--- src/rtl/input_conditioner.sv ---
// Debounced pushbutton pulses with DAS/ARR auto-repeat for left/right, plus the gravity tick.
// Press pulse is high DEBOUNCE_CYCLES+2 edges after the first low sample; all outputs registered, no backpressure.
module input_conditioner #(
  parameter int DEBOUNCE_CYCLES = 1000000,
  parameter int DAS_CYCLES      = 8000000,
  parameter int ARR_CYCLES      = 2500000,
  parameter int GRAV_CYCLES     = 25000000
) (
  input  logic       CLOCK_50,
  input  logic       resetn,
  input  logic [2:0] key_n,
  input  logic       grav_en,
  output logic       left_final,
  output logic       right_final,
  output logic       rot_final,
  output logic       tick_gravity,
  output logic       blink_g
);

  localparam int DW   = $clog2(DEBOUNCE_CYCLES + 1);
  localparam int RMAX = (DAS_CYCLES > ARR_CYCLES) ? DAS_CYCLES : ARR_CYCLES;
  localparam int RW   = $clog2(RMAX + 1);
  localparam int GW   = $clog2(GRAV_CYCLES + 1);

  localparam logic [DW-1:0] DB_LAST   = DW'(DEBOUNCE_CYCLES - 1);
  localparam logic [RW-1:0] DAS_LAST  = RW'(DAS_CYCLES - 1);
  localparam logic [RW-1:0] ARR_LAST  = RW'(ARR_CYCLES - 1);
  localparam logic [GW-1:0] GRAV_LAST = GW'(GRAV_CYCLES - 1);

  typedef enum logic [1:0] {IDLE, DELAY, REPEAT} rpt_state_t;

  logic [2:0] sync1, sync2;
  logic [2:0] stable, stable_d;
  logic [2:0] press;
  logic [2:1] rpt_pulse;
  logic [GW-1:0] grav_cnt;

  always_ff @(posedge CLOCK_50 or negedge resetn) begin
    if (!resetn) begin
      sync1    <= 3'b111;
      sync2    <= 3'b111;
      stable_d <= 3'b111;
    end else begin
      sync1    <= key_n;
      sync2    <= sync1;
      stable_d <= stable;
    end
  end

  // stable holds the key level: 1 = released, 0 = pressed
  assign press = stable_d & ~stable;

  for (genvar i = 0; i < 3; i++) begin : g_db
    logic          stable_q;
    logic [DW-1:0] db_cnt;

    always_ff @(posedge CLOCK_50 or negedge resetn) begin
      if (!resetn) begin
        stable_q <= 1'b1;
        db_cnt   <= '0;
      end else if (sync2[i] == stable_q) begin
        db_cnt <= '0;
      end else if (db_cnt == DB_LAST) begin
        stable_q <= sync2[i];
        db_cnt   <= '0;
      end else begin
        db_cnt <= db_cnt + DW'(1);
      end
    end

    assign stable[i] = stable_q;
  end

  // Index 1 = right, 2 = left; one shared counter times both the DAS and ARR phases
  for (genvar j = 1; j < 3; j++) begin : g_rpt
    rpt_state_t    state;
    logic [RW-1:0] rpt_cnt;
    logic          pulse_q;

    always_ff @(posedge CLOCK_50 or negedge resetn) begin
      if (!resetn) begin
        state   <= IDLE;
        rpt_cnt <= '0;
        pulse_q <= 1'b0;
      end else begin
        pulse_q <= 1'b0;
        case (state)
          IDLE: begin
            if (press[j]) begin
              pulse_q <= 1'b1;
              rpt_cnt <= '0;
              state   <= DELAY;
            end
          end
          DELAY: begin
            if (stable[j]) begin
              rpt_cnt <= '0;
              state   <= IDLE;
            end else if (rpt_cnt == DAS_LAST) begin
              pulse_q <= 1'b1;
              rpt_cnt <= '0;
              state   <= REPEAT;
            end else begin
              rpt_cnt <= rpt_cnt + RW'(1);
            end
          end
          REPEAT: begin
            if (stable[j]) begin
              rpt_cnt <= '0;
              state   <= IDLE;
            end else if (rpt_cnt == ARR_LAST) begin
              pulse_q <= 1'b1;
              rpt_cnt <= '0;
            end else begin
              rpt_cnt <= rpt_cnt + RW'(1);
            end
          end
          default: begin
            rpt_cnt <= '0;
            state   <= IDLE;
          end
        endcase
      end
    end

    assign rpt_pulse[j] = pulse_q;
  end

  assign left_final  = rpt_pulse[2];
  assign right_final = rpt_pulse[1];

  always_ff @(posedge CLOCK_50 or negedge resetn) begin
    if (!resetn) begin
      rot_final    <= 1'b0;
      grav_cnt     <= '0;
      tick_gravity <= 1'b0;
      blink_g      <= 1'b0;
    end else begin
      rot_final    <= press[0];
      tick_gravity <= 1'b0;
      if (grav_en) begin
        if (grav_cnt == GRAV_LAST) begin
          grav_cnt     <= '0;
          tick_gravity <= 1'b1;
          blink_g      <= ~blink_g;
        end else begin
          grav_cnt <= grav_cnt + GW'(1);
        end
      end
    end
  end

endmodule

--- config.mk ---
export PLATFORM = sky130hd
export DESIGN_NAME = input_conditioner
export DESIGN_NICKNAME = d
export VERILOG_FILES = /design/src/rtl/input_conditioner.sv
export SDC_FILE = /design/constraint.sdc
export NUM_CORES = 1
export LEC_CHECK = 0
export CAP_MARGIN = 20
export CORE_MARGIN = 2
export CORE_UTILIZATION = 50
export DETAILED_ROUTE_END_ITERATION = 8
export GPL_TIMING_DRIVEN = 1
export PLACE_DENSITY = 0.72
export SYNTH_ARGS = -nofsm -noshare
export SYNTH_HDL_FRONTEND = slang
export SYNTH_SLANG_ARGS = --single-unit
--- constraint.sdc ---
create_clock -name CLOCK_50 -period 2 [get_ports CLOCK_50]
set_input_delay 0.4 -clock CLOCK_50 [delete_from_list [all_inputs] [get_ports CLOCK_50]]
set_output_delay 0.4 -clock CLOCK_50 [all_outputs]
set_load 0.005 [all_outputs]
==> run_results.csv <==
group,metric,value,unit
finish,multiInputGateArea,0.00392,sq mm
finish,fill_cells,1157,
yosys,synth_top_cells_by_area,"dfrtp_1, xnor2_1, nor2_1, xor2_1, dfstp_2",
route,dr_total_vias,6073,
timing,worstMarginPinSlew,0.542,ns
route,drt-total-wl,16.1,mm
setup_path,criticalPathCategory,"reg -> reg",
power,clkPwrFrac,0.500,
global_routing,gr-total-overflow,0,
yosys,ys_seq_elements,152,
yosys,synthCells,787,
route,ant_nets,0,
min_path,hold_class,"reg -> reg",
yosys,yosys.cell_types.count,63,
timing,slew_viol_final,0,
finish,design.final.nets,908,
power,power,7.12,mW
die,chipHeight,128,um
global_routing,via_count_of_the_first_global_routing_pass,6271,
timing,clock_skew,0.00850,ns
global_routing,grtUsageTotal,0.208,
setup_path,end_kind,"flop",
placed_design,dp_hpwl,11.1,mm
placed_design,gpl.final_weighted_congestion,0.879,
yosys,synth_adder_area_share,0.0228,
power,leakage,4.05,nW
finish,stdcell_count,1089,
timing,period_minus_slack,2.12,ns
route,detail_route.wl_per_cell,14.8,um
route,drt_iter0_markers,308,
die,floorplan.die_area,0.0164,sq mm
power,intPower,5.54,mW
yosys,synth-xor-area-share,0.131,
setup_path,crit_path_start_kind,"flop",
die,core_area,0.0151,sq mm
route,first_pass_iters,5,
yosys,yosys_warnings,0,
global_routing,antenna_found_initial,0,
timing,finalHoldViolations,0,
timing,fin_ws,-0.119,ns
die,starting_density,0.509,
yosys,syn_area,0.00768,sq mm
finish,syn2layout_area_growth,24.5,%
power,p_sw,1.58,mW
flow_run,max_cap_violations,0,
placed_design,numPlacedInstances,1046,
setup_path,worst-endpoint-arrival,2.42,ns
yosys,post_synth_mux_area_share,0.00570,
finish,post_route_cells_drive_above_1_share,0.218,
power,vdd_ir_drop_max,0.000764,V
clock_tree,cts_tree,"built",
power,power_per_cell_area,745,mW/mm^2
global_routing,grt_max_degree,59,
finish,antenna_cells_inserted,0,
route,detailed_route_drc_error_count,0,
yosys,synth_fp_nets,807,
yosys,synth-edff-count,0,
clock_tree,clk_transition_reported_paths,0.06,ns
yosys,ys_seq_area_frac,0.497,
clock_tree,cts_inserted_buffers,17,
timing,fmaxAchievable,0.472,GHz
status,status,"finished with violations",
yosys,synth-main-ff-cell,"dfrtp_1",
die,top_level_ports,11,
yosys,syn-mean-instance-area,9.76,sq um
status,violations_in_the_final_reports,"negative setup slack",
route,viasPerCell,5.58,
power,power_frac_comb,0.042,
die,placementRows,45,
timing,setup_repair_after_global_routing_missed_its_margin,"yes",
clock_tree,htree_num_levels,4,
finish,layout.area.seq,0.00382,sq mm
power,pwr-share-seq,0.458,
placed_design,port_buffers,10,
yosys,post_synthesis_compound_gate_area_fraction,0.0479,
timing,finalCritPeriodShare,1.06,
die,die-width,128,um
power,netSwitchingFraction,0.222,
timing,report.final.setup_viol,39,
yosys,synth_top_family_by_area,"simple AND/OR/NAND/NOR gates",
setup_path,critical_path.max_fanout,7,
clock_tree,clock_sink_count,152,
timing,slew_headroom,0.639,
clock_tree,max-clock-path-buffers,2,
yosys,postSynth.asyncResetShare,1.00,
clock_tree,clkLatencyLatePin,0.41,ns
yosys,synth_simple_gate_area_frac,0.270,
setup_path,required,2.30,ns
yosys,yosys.area.top_type_share,0.456,
clock_tree,cts-root-buf,"clkbuf_16",
global_routing,grt_first_pass_wirelength,27.8,mm
yosys,synth_largest_area_cell,"dfrtp_1",
## power by group through the flow
stage / combinational, mW / sequential (mW) / clock [mW]
2_1_floorplan: 0.153 / 3.30 / 0
3_3_place_gp: 0.271 / 3.31 / 0
3_5_place_dp: 0.284 / 3.31 / 0
4_1_cts: 0.287 / 3.26 / 3.64
5_1_grt: 0.346 / 3.27 / 3.79
6_report: 0.300 / 3.26 / 3.56
## final timing paths
kind / start / endpoint / slack (ns) / depth (start not counted)
setup reg to reg: g_rpt[2].rpt_cnt[1] / g_rpt[2].rpt_cnt[13] / -0.12 / 7
hold / removal: sync1[0] / sync2[0] / 0.36 / 0
hold reg to reg: sync1[0] / sync2[0] / 0.36 / 0
setup / recovery: g_rpt[2].rpt_cnt[1] / g_rpt[2].rpt_cnt[13] / -0.12 / 7
max in group asynchronous: resetn / g_rpt[1].rpt_cnt[3] / 0.81 / 3
min in group asynchronous: resetn / g_db[2].db_cnt[1] / 0.52 / 2
## what timing repair did
action,CTS,global route
buffers inserted,5,5
pin swaps,10,18
cloned,0,1
endpoints found under the hold margin,44,0
gates resized for setup,19,38
hold buffers,1,0
endpoints found under the setup margin,44,100
## cell type report
cell class	instances	area share
Multi-Input combinational cell	590	0.410
Sequential cell	152	0.399
Timing Repair Buffer	102	0.0872
Clock buffer	17	0.0445
Clock inverter	15	0.0246
Tap cell	188	0.0246
Inverter	25	0.00981
## metrics by stage
stage	util	worst slack, ns	TNS (ns)	hold WS, ns	area (sq um)
CTS	0.621	-0.100	-2.70	0.357	9370
floorplan	-	-0.0661	-1.71	0.104	7710
finish	0.634	-0.119	-3.07	0.357	9570
global placement	0.568	-0.0917	-2.12	0.347	8580
global route	0.634	-0.210	-7.34	0.359	9570
detailed placement	0.568	-0.110	-3.72	0.347	8580
## cells by family after synthesis
logic type      count (synthesis)
xor+xnor                      115
fa+ha+maj                      14
mux                             4
buf+inv                        45
simple gates                  410
compound gates                 47
flops                         152
## cell usage in the layout (no fill, tap or decap), types with 3 or more instances in the layout
master,instances
dfrtp_1,139
nor2_1,126
buf_4,85
xnor2_1,75
nand2_1,65
nand3_1,43
xor2_1,40
nand4_1,26
inv_1,24
nor3_1,24
nor4_1,17
clkbuf_16,17
and4_1,12
ha_1,12
dfstp_2,12
and3_1,11
and2_1,10
o21ai_0,10
clkdlybuf4s50_1,9
nand2b_1,8
nor2_2,8
nor2b_1,7
a21oi_1,6
nor2_4,5
bufinv_16,5
inv_6,5
buf_6,5
nor4b_1,4
or4_4,4
a31oi_1,4
or2_2,3
nand3b_1,3
nor4_4,3
or3_1,3
or4_1,3
nor3_2,3
mux2_2,3
## sequential cells by signal (all words and copies together), names as in the netlist
signal / count
g_db.db_cnt: 60
g_rpt.rpt_cnt: 46
grav_cnt: 25
g_rpt.state: 4
g_db.stable_q: 3
stable_d: 3
sync1: 3
sync2: 3
blink_g: 1
left_final: 1
right_final: 1
rot_final: 1
tick_gravity: 1
## synth_stat cells, types with 14 or more instances
cell	count
nand3_1	43
clkbuf_1	14
ha_1	14
dfrtp_1	140
nor4_1	19
nand2_1	65
nor3_1	29
xor2_1	40
xnor2_1	75
nor2_1	136
nand4_1	26
inv_1	24
## per-layer routing
metal | GRT usage | vias to the layer above | share of wire
li1 | - | 2910 | -
met2 | 0.371 | 94 | 0.52
met3 | 0.0442 | 19 | 0.025
met4 | 0.0737 | 0 | 0.017
met5 | 0 | - | 0
met1 | 0.250 | 3050 | 0.44
## worst max-delay path: stages, from the launching register on
cell,delay [ns]
dfrtp_1,0.37
ha_2,0.20
or4bb_4,0.47
nor4_4,0.22
a211oi_2,0.15
a311oi_4,0.32
buf_6,0.22
nor2_1,0.06
(Power assumes the default switching activity.)
==> variant 1 (same settings) <==
The 3 states of `rpt_state_t` get a one-hot encoding in 3 bits.
--- a/src/rtl/input_conditioner.sv
+++ b/src/rtl/input_conditioner.sv
@@ -27,7 +27,7 @@
   localparam logic [RW-1:0] ARR_LAST  = RW'(ARR_CYCLES - 1);
   localparam logic [GW-1:0] GRAV_LAST = GW'(GRAV_CYCLES - 1);
 
-  typedef enum logic [1:0] {IDLE, DELAY, REPEAT} rpt_state_t;
+  typedef enum logic [2:0] {IDLE = 3'b001, DELAY = 3'b010, REPEAT = 3'b100} rpt_state_t;
 
   logic [2:0] sync1, sync2;
   logic [2:0] stable, stable_d;
Behaviour: no difference found for any inputs over 10 cycles, from zero or initial values and one cycle with resetn low; not proved beyond that.
==> variant 1 against the unedited design <==
- setup slack better by 190 ps
- synthesized area decreased by 1.4%
- sequential cell count up 2
- clock skew decreased by 1.6 ps
- wire length down 7.1%
- combinational power shrank 16%
- die area fell by 1.3%
- synthesized cell count fell by 3.0%
- cell area fell by 5.8%
- total power up 0.19%
- largest power group unchanged
==> variant 1: results (changes against the unedited design) <==
- The endpoint of the worst register-to-register path is g_rpt[2].rpt_cnt[13] (unchanged).
- The mean routed wirelength per cell is 14.6 um (was 14.8 um).
- The number of cells upsized or downsized after cts was 1 (was 19).
- The half-perimeter wire length of the detailed placement result is 9920 um (was 11100 um).
- The first-pass GRT wire length was 25900 um (was 27800 um).
- The via count of the first global-routing pass is 5711 (was 6271).
- The final setup skew is 6.89 ps (was 8.50 ps).
- The overall track demand over capacity in global routing was 0.196 (was 0.208).
- The critical path arrival is 2240 ps (was 2420 ps).
- The antenna diode instance count is 0 (unchanged).
- Synth area leaders: sky130_fd_sc_hd__dfrtp_1 46%, sky130_fd_sc_hd__xor2_1 8.0%, sky130_fd_sc_hd__nor2_1 6.8%, sky130_fd_sc_hd__xnor2_1 5.2%, sky130_fd_sc_hd__dfstp_2 4.9% (was sky130_fd_sc_hd__dfrtp_1 46%, sky130_fd_sc_hd__xnor2_1 8.5%, sky130_fd_sc_hd__nor2_1 6.6%, sky130_fd_sc_hd__xor2_1 4.6%, sky130_fd_sc_hd__dfstp_2 4.1%).
- Synth cell count leaders: 140 x sky130_fd_sc_hd__dfrtp_1, 137 x sky130_fd_sc_hd__nor2_1, 69 x sky130_fd_sc_hd__xor2_1, 55 x sky130_fd_sc_hd__nand2_1, 48 x sky130_fd_sc_hd__nand3_1 (was 140 x sky130_fd_sc_hd__dfrtp_1, 136 x sky130_fd_sc_hd__nor2_1, 75 x sky130_fd_sc_hd__xnor2_1, 65 x sky130_fd_sc_hd__nand2_1, 43 x sky130_fd_sc_hd__nand3_1).
- The total nets after synthesis was 775 (was 807).
- The fraction of layout instances using a drive strength above 1 is 0.161 (was 0.218).
- The total of fill cells in the finished design is 1210 (was 1157).
- The leakage component of the power was 3.96 nW (was 4.05 nW).
- The actual transition at the worst max-transition pin came to 512 ps (was 542 ps).
- The startpoint of the worst-slack reg-to-reg timing path is g_rpt[2].rpt_cnt[14] (was g_rpt[2].rpt_cnt[1]).
- Status: completed (was finished with violations).
- The routability congestion estimate from global placement is 0.879 (about the same).
- The largest voltage drop on the vdd net is 0.000853 V (was 0.000764 V).
- The largest fanout on the critical path is 18 (was 7).
- The fraction of the yosys area taken by sequential cells is 0.511 (was 0.497).
- The number of unique standard cell types used by synthesis is 61 (was 63).
- The end point of the worst hold path is sync2[2] (was sync2[0]).
- The slowest stage cell on the critical path was sky130_fd_sc_hd__dfrtp_1 (was sky130_fd_sc_hd__or4bb_4).
- The number of cells on the worst reg-to-reg path is 6 (was 7).
- The flip-flop cell with the highest count after synthesis is sky130_fd_sc_hd__dfrtp_1 (unchanged).
- The setup slack of the worst register-to-register path is 70 ps (was -120 ps).
- The number of design-rule violations left by the first detailed-router iteration is 363 (was 308).
- The delay contributed by the slowest stage of the critical path is 410 ps (was 470 ps).
## variant 1: changes by cell type in the layout (fill, tap and decap cells not counted), sizes merged, moves of 7 or more
| cell | unedited run | this run |
|---|---|---|
| and3 | 12 | 26 |
| buf | 92 | 51 |
| ha | 14 | 6 |
| inv | 31 | 17 |
| nand2 | 65 | 55 |
| nand4 | 26 | 38 |
| nor3 | 29 | 17 |
| or4 | 7 | 0 |
| xnor2 | 75 | 45 |
| xor2 | 40 | 69 |
## variant 1: kinds of logic (layout without fill, tap and decap cells)
group / count (synthesis) / in the layout / share of synthesized area
AND/OR/NAND/NOR: 405 / 406 / 0.282
flip-flops: 154 / 154 / 0.511
buffers and inverters: 34 / 108 / 0.0196
multiplexers: 3 / 3 / 0.00429
AO/OA/AOI/OAI: 47 / 47 / 0.0419
adder cells (fa/ha/maj): 6 / 6 / 0.00990
XOR/XNOR: 114 / 114 / 0.132
## variant 1: through the flow
step	power, W	std cells	worst slack (ps)	instance area [um2]	hold slack [ps]
floorplan	0.00345	763	85.8	7580	104
global placement	0.00357	987	93.6	8210	337
detailed placement	0.00358	987	3.38	8210	338
CTS	0.00720	1020	18.6	8900	357
global route	0.00739	1026	-9.32	9010	362
finish	0.00714	1026	70.5	9010	353
## variant 1: layer usage
metal | part of all wire | wire length, um | track usage | up-vias
met1 | 0.46 | 6820 | 0.254 | 2841
met3 | 0.037 | 553 | 0.0498 | 16
met4 | 0.013 | 196 | 0.0659 | 0
li1 | - | - | - | 2765
met2 | 0.49 | 7420 | 0.325 | 96
met5 | 0 | 0 | 0 | -
## variant 1: report_power, final
group	total [W]	leakage [nW]	internal, W	switching (W)
Clock	0.00360	0.312	0.00229	0.00131
Sequential	0.00328	2.08	0.00319	0.0000882
Combinational	0.000253	1.57	0.000106	0.000148
## variant 1: final cells by class
class | count | area, um2 | share of cell area
clock inverter | 13 | 215 | 0.0239
multi-input combinational | 576 | 3630 | 0.403
clock buffer | 19 | 453 | 0.0503
sequential | 154 | 3870 | 0.430
tap | 188 | 235 | 0.0261
timing repair buffer | 61 | 549 | 0.0610
inverter | 15 | 56.3 | 0.00625
## variant 1: worst max-delay path by stage
stage / start / to / slack, ps / cells past startpoint
2_1_floorplan: grav_cnt[0] / grav_cnt[12] / 90 / 8
3_3_place_gp: grav_en / grav_cnt[24] / 90 / 6
3_5_place_dp: grav_cnt[0] / grav_cnt[14] / 3 / 7
4_1_cts: g_rpt[1].rpt_cnt[11] / g_rpt[1].rpt_cnt[4] / 20 / 5
5_1_grt: g_rpt[2].rpt_cnt[14] / g_rpt[2].rpt_cnt[19] / -9 / 6
6_report: g_rpt[2].rpt_cnt[14] / g_rpt[2].rpt_cnt[13] / 70 / 6
==> variant 2 (same flow settings) <==
Without the edit above. Set the parameter `ARR_CYCLES` to 1250000 (it was 2500000).
--- a/src/rtl/input_conditioner.sv
+++ b/src/rtl/input_conditioner.sv
@@ -3,7 +3,7 @@
 module input_conditioner #(
   parameter int DEBOUNCE_CYCLES = 1000000,
   parameter int DAS_CYCLES      = 8000000,
-  parameter int ARR_CYCLES      = 2500000,
+  parameter int ARR_CYCLES      = 1250000,
   parameter int GRAV_CYCLES     = 25000000
 ) (
   input  logic       CLOCK_50,
Function: no difference found for any inputs over 10 cycles, from zero or initial values and one cycle with resetn low; that may be too few to reach the edited logic, so the function may still have changed.
==> variant 2 against the unedited design <==
- the run still ends with setup timing left
- sequential cell count unchanged
- count of clock-buffer cells in the layout increased by 7
- setup slack got worse by 330 ps
- cell area decreased by 4.1%
- total power decreased by 8.5%
- clock power decreased by 15%
- wire length decreased by 3.7%
- synthesized area decreased by 1.3%
- non-clock buffer count decreased by 18
- synthesized cell count decreased by 1.7%
- die area decreased by 1.3%
- largest power group is now sequential cells
==> variant 2: results (changes against the unedited design) <==
- The number of cells on the worst reg-to-reg path is 5 (was 7).
- The total nets after synthesis is 794 (was 807).
- The final count of negative-setup-slack endpoints is 26 (was 39).
- The overall track demand over capacity in global routing came to 0.206 (was 0.208).
- The mean routed wirelength per cell is 14.8 um (about the same).
- The critical path arrival came to 2770 ps (was 2420 ps).
- The max-slew headroom at the worst pin came to 0.715 (was 0.639).
- The compound-cell area share of the yosys netlist came to 0.0500 (was 0.0479).
- The net switching power figure is 0.00141 W (was 0.00158 W).
- The fraction of layout instances using a drive strength above 1 is 0.178 (was 0.218).
- The number of design-rule violations left by the first detailed-router iteration is 380 (was 308).
- The pin count of the biggest net entering global routing came to 67 (was 59).
- The largest voltage drop on the vdd net was 0.000608 V (was 0.000764 V).
- The per-cell via count in the routed design is 5.59 (was 5.58).
- The adder-cell share of the synthesized area came to 0.0231 (was 0.0228).
- The delay contributed by the slowest stage of the critical path is 530 ps (was 470 ps).
- The via count of the first global-routing pass is 5974 (was 6271).
- Synth area leaders: sky130_fd_sc_hd__dfrtp_1 46%, sky130_fd_sc_hd__xnor2_1 7.0%, sky130_fd_sc_hd__xor2_1 6.2%, sky130_fd_sc_hd__nor2_1 5.5%, sky130_fd_sc_hd__dfstp_2 4.2% (was sky130_fd_sc_hd__dfrtp_1 46%, sky130_fd_sc_hd__xnor2_1 8.5%, sky130_fd_sc_hd__nor2_1 6.6%, sky130_fd_sc_hd__xor2_1 4.6%, sky130_fd_sc_hd__dfstp_2 4.1%).
- The final worst-path setup slack is -448 ps (was -119 ps).
- The first-pass GRT wire length is 27000 um (was 27800 um).
- The startpoint of the worst-slack reg-to-reg timing path is g_rpt[2].rpt_cnt[11] (was g_rpt[2].rpt_cnt[1]).
- Status: finished with violations (unchanged).
- The hold slack is 355 ps (was 357 ps).
- The multiplexer share of the synthesized area is 0.00858 (was 0.00570).
- The number of cells upsized or downsized after cts is 5 (was 19).
- The slowest stage cell on the critical path was sky130_fd_sc_hd__or4_4 (was sky130_fd_sc_hd__or4bb_4).
- The startpoint of the lowest-slack hold path is sync1[1] (was sync1[0]).
- The cell area after placement is 8460 um2 (was 8580 um2).
- The number of standard cells in the final layout excluding fillers is 1051 (was 1089).
- The post-layout net count came to 871 (was 908).
- Failing checks: setup timing (unchanged).
- The setup TNS was -10380 ps (was -3070 ps).
- The XOR/XNOR share of the synthesized area is 0.133 (was 0.131).
- The final setup skew is 7.30 ps (was 8.50 ps).
## variant 2: cell count changes after synthesis, moves of 4 or more
cell	change
sky130_fd_sc_hd__a21oi_1	+24
sky130_fd_sc_hd__nand4_1	+7
sky130_fd_sc_hd__xnor2_1	-14
sky130_fd_sc_hd__and3_1	+7
sky130_fd_sc_hd__nor2_1	-25
sky130_fd_sc_hd__o21ai_0	-4
sky130_fd_sc_hd__nor3_1	-5
sky130_fd_sc_hd__clkbuf_1	+8
sky130_fd_sc_hd__xor2_1	+14
## variant 2: per-layer routing
layer	part of all wire	global-route usage
met5	0	0
met4	0.022	0.0873
met3	0.025	0.0444
met2	0.51	0.355
met1	0.44	0.253
## variant 2: cell type report
class	count	area, um2
fillers	1214	5860
flip-flops and latches	152	3820
multi-input cells	574	3740
repair buffers	84	729
clock buffers	24	492
well taps	188	235
inverters	22	82.6
clock inverters	7	70.1
## variant 2: cell families after synthesis
family,Yosys count
simple gates,378
flops,152
xor+xnor,115
compound gates,61
buf+inv,48
fa+ha+maj,14
mux,6
## variant 2: worst max path at each step
stage                    startpoint                  end  slack, ps  cells past startpoint
6_report       g_rpt[2].rpt_cnt[11]    g_rpt[2].state[0]       -450                      5
5_1_grt        g_rpt[2].rpt_cnt[15]  g_rpt[2].rpt_cnt[1]       -500                      7
4_1_cts        g_rpt[2].rpt_cnt[11]  g_rpt[2].rpt_cnt[1]       -440                      7
3_5_place_dp   g_rpt[2].rpt_cnt[11]    g_rpt[2].state[1]       -490                      6
3_3_place_gp   g_rpt[2].rpt_cnt[11]    g_rpt[2].state[0]       -360                      5
2_1_floorplan  g_rpt[2].rpt_cnt[11]    g_rpt[2].state[0]       -370                      5
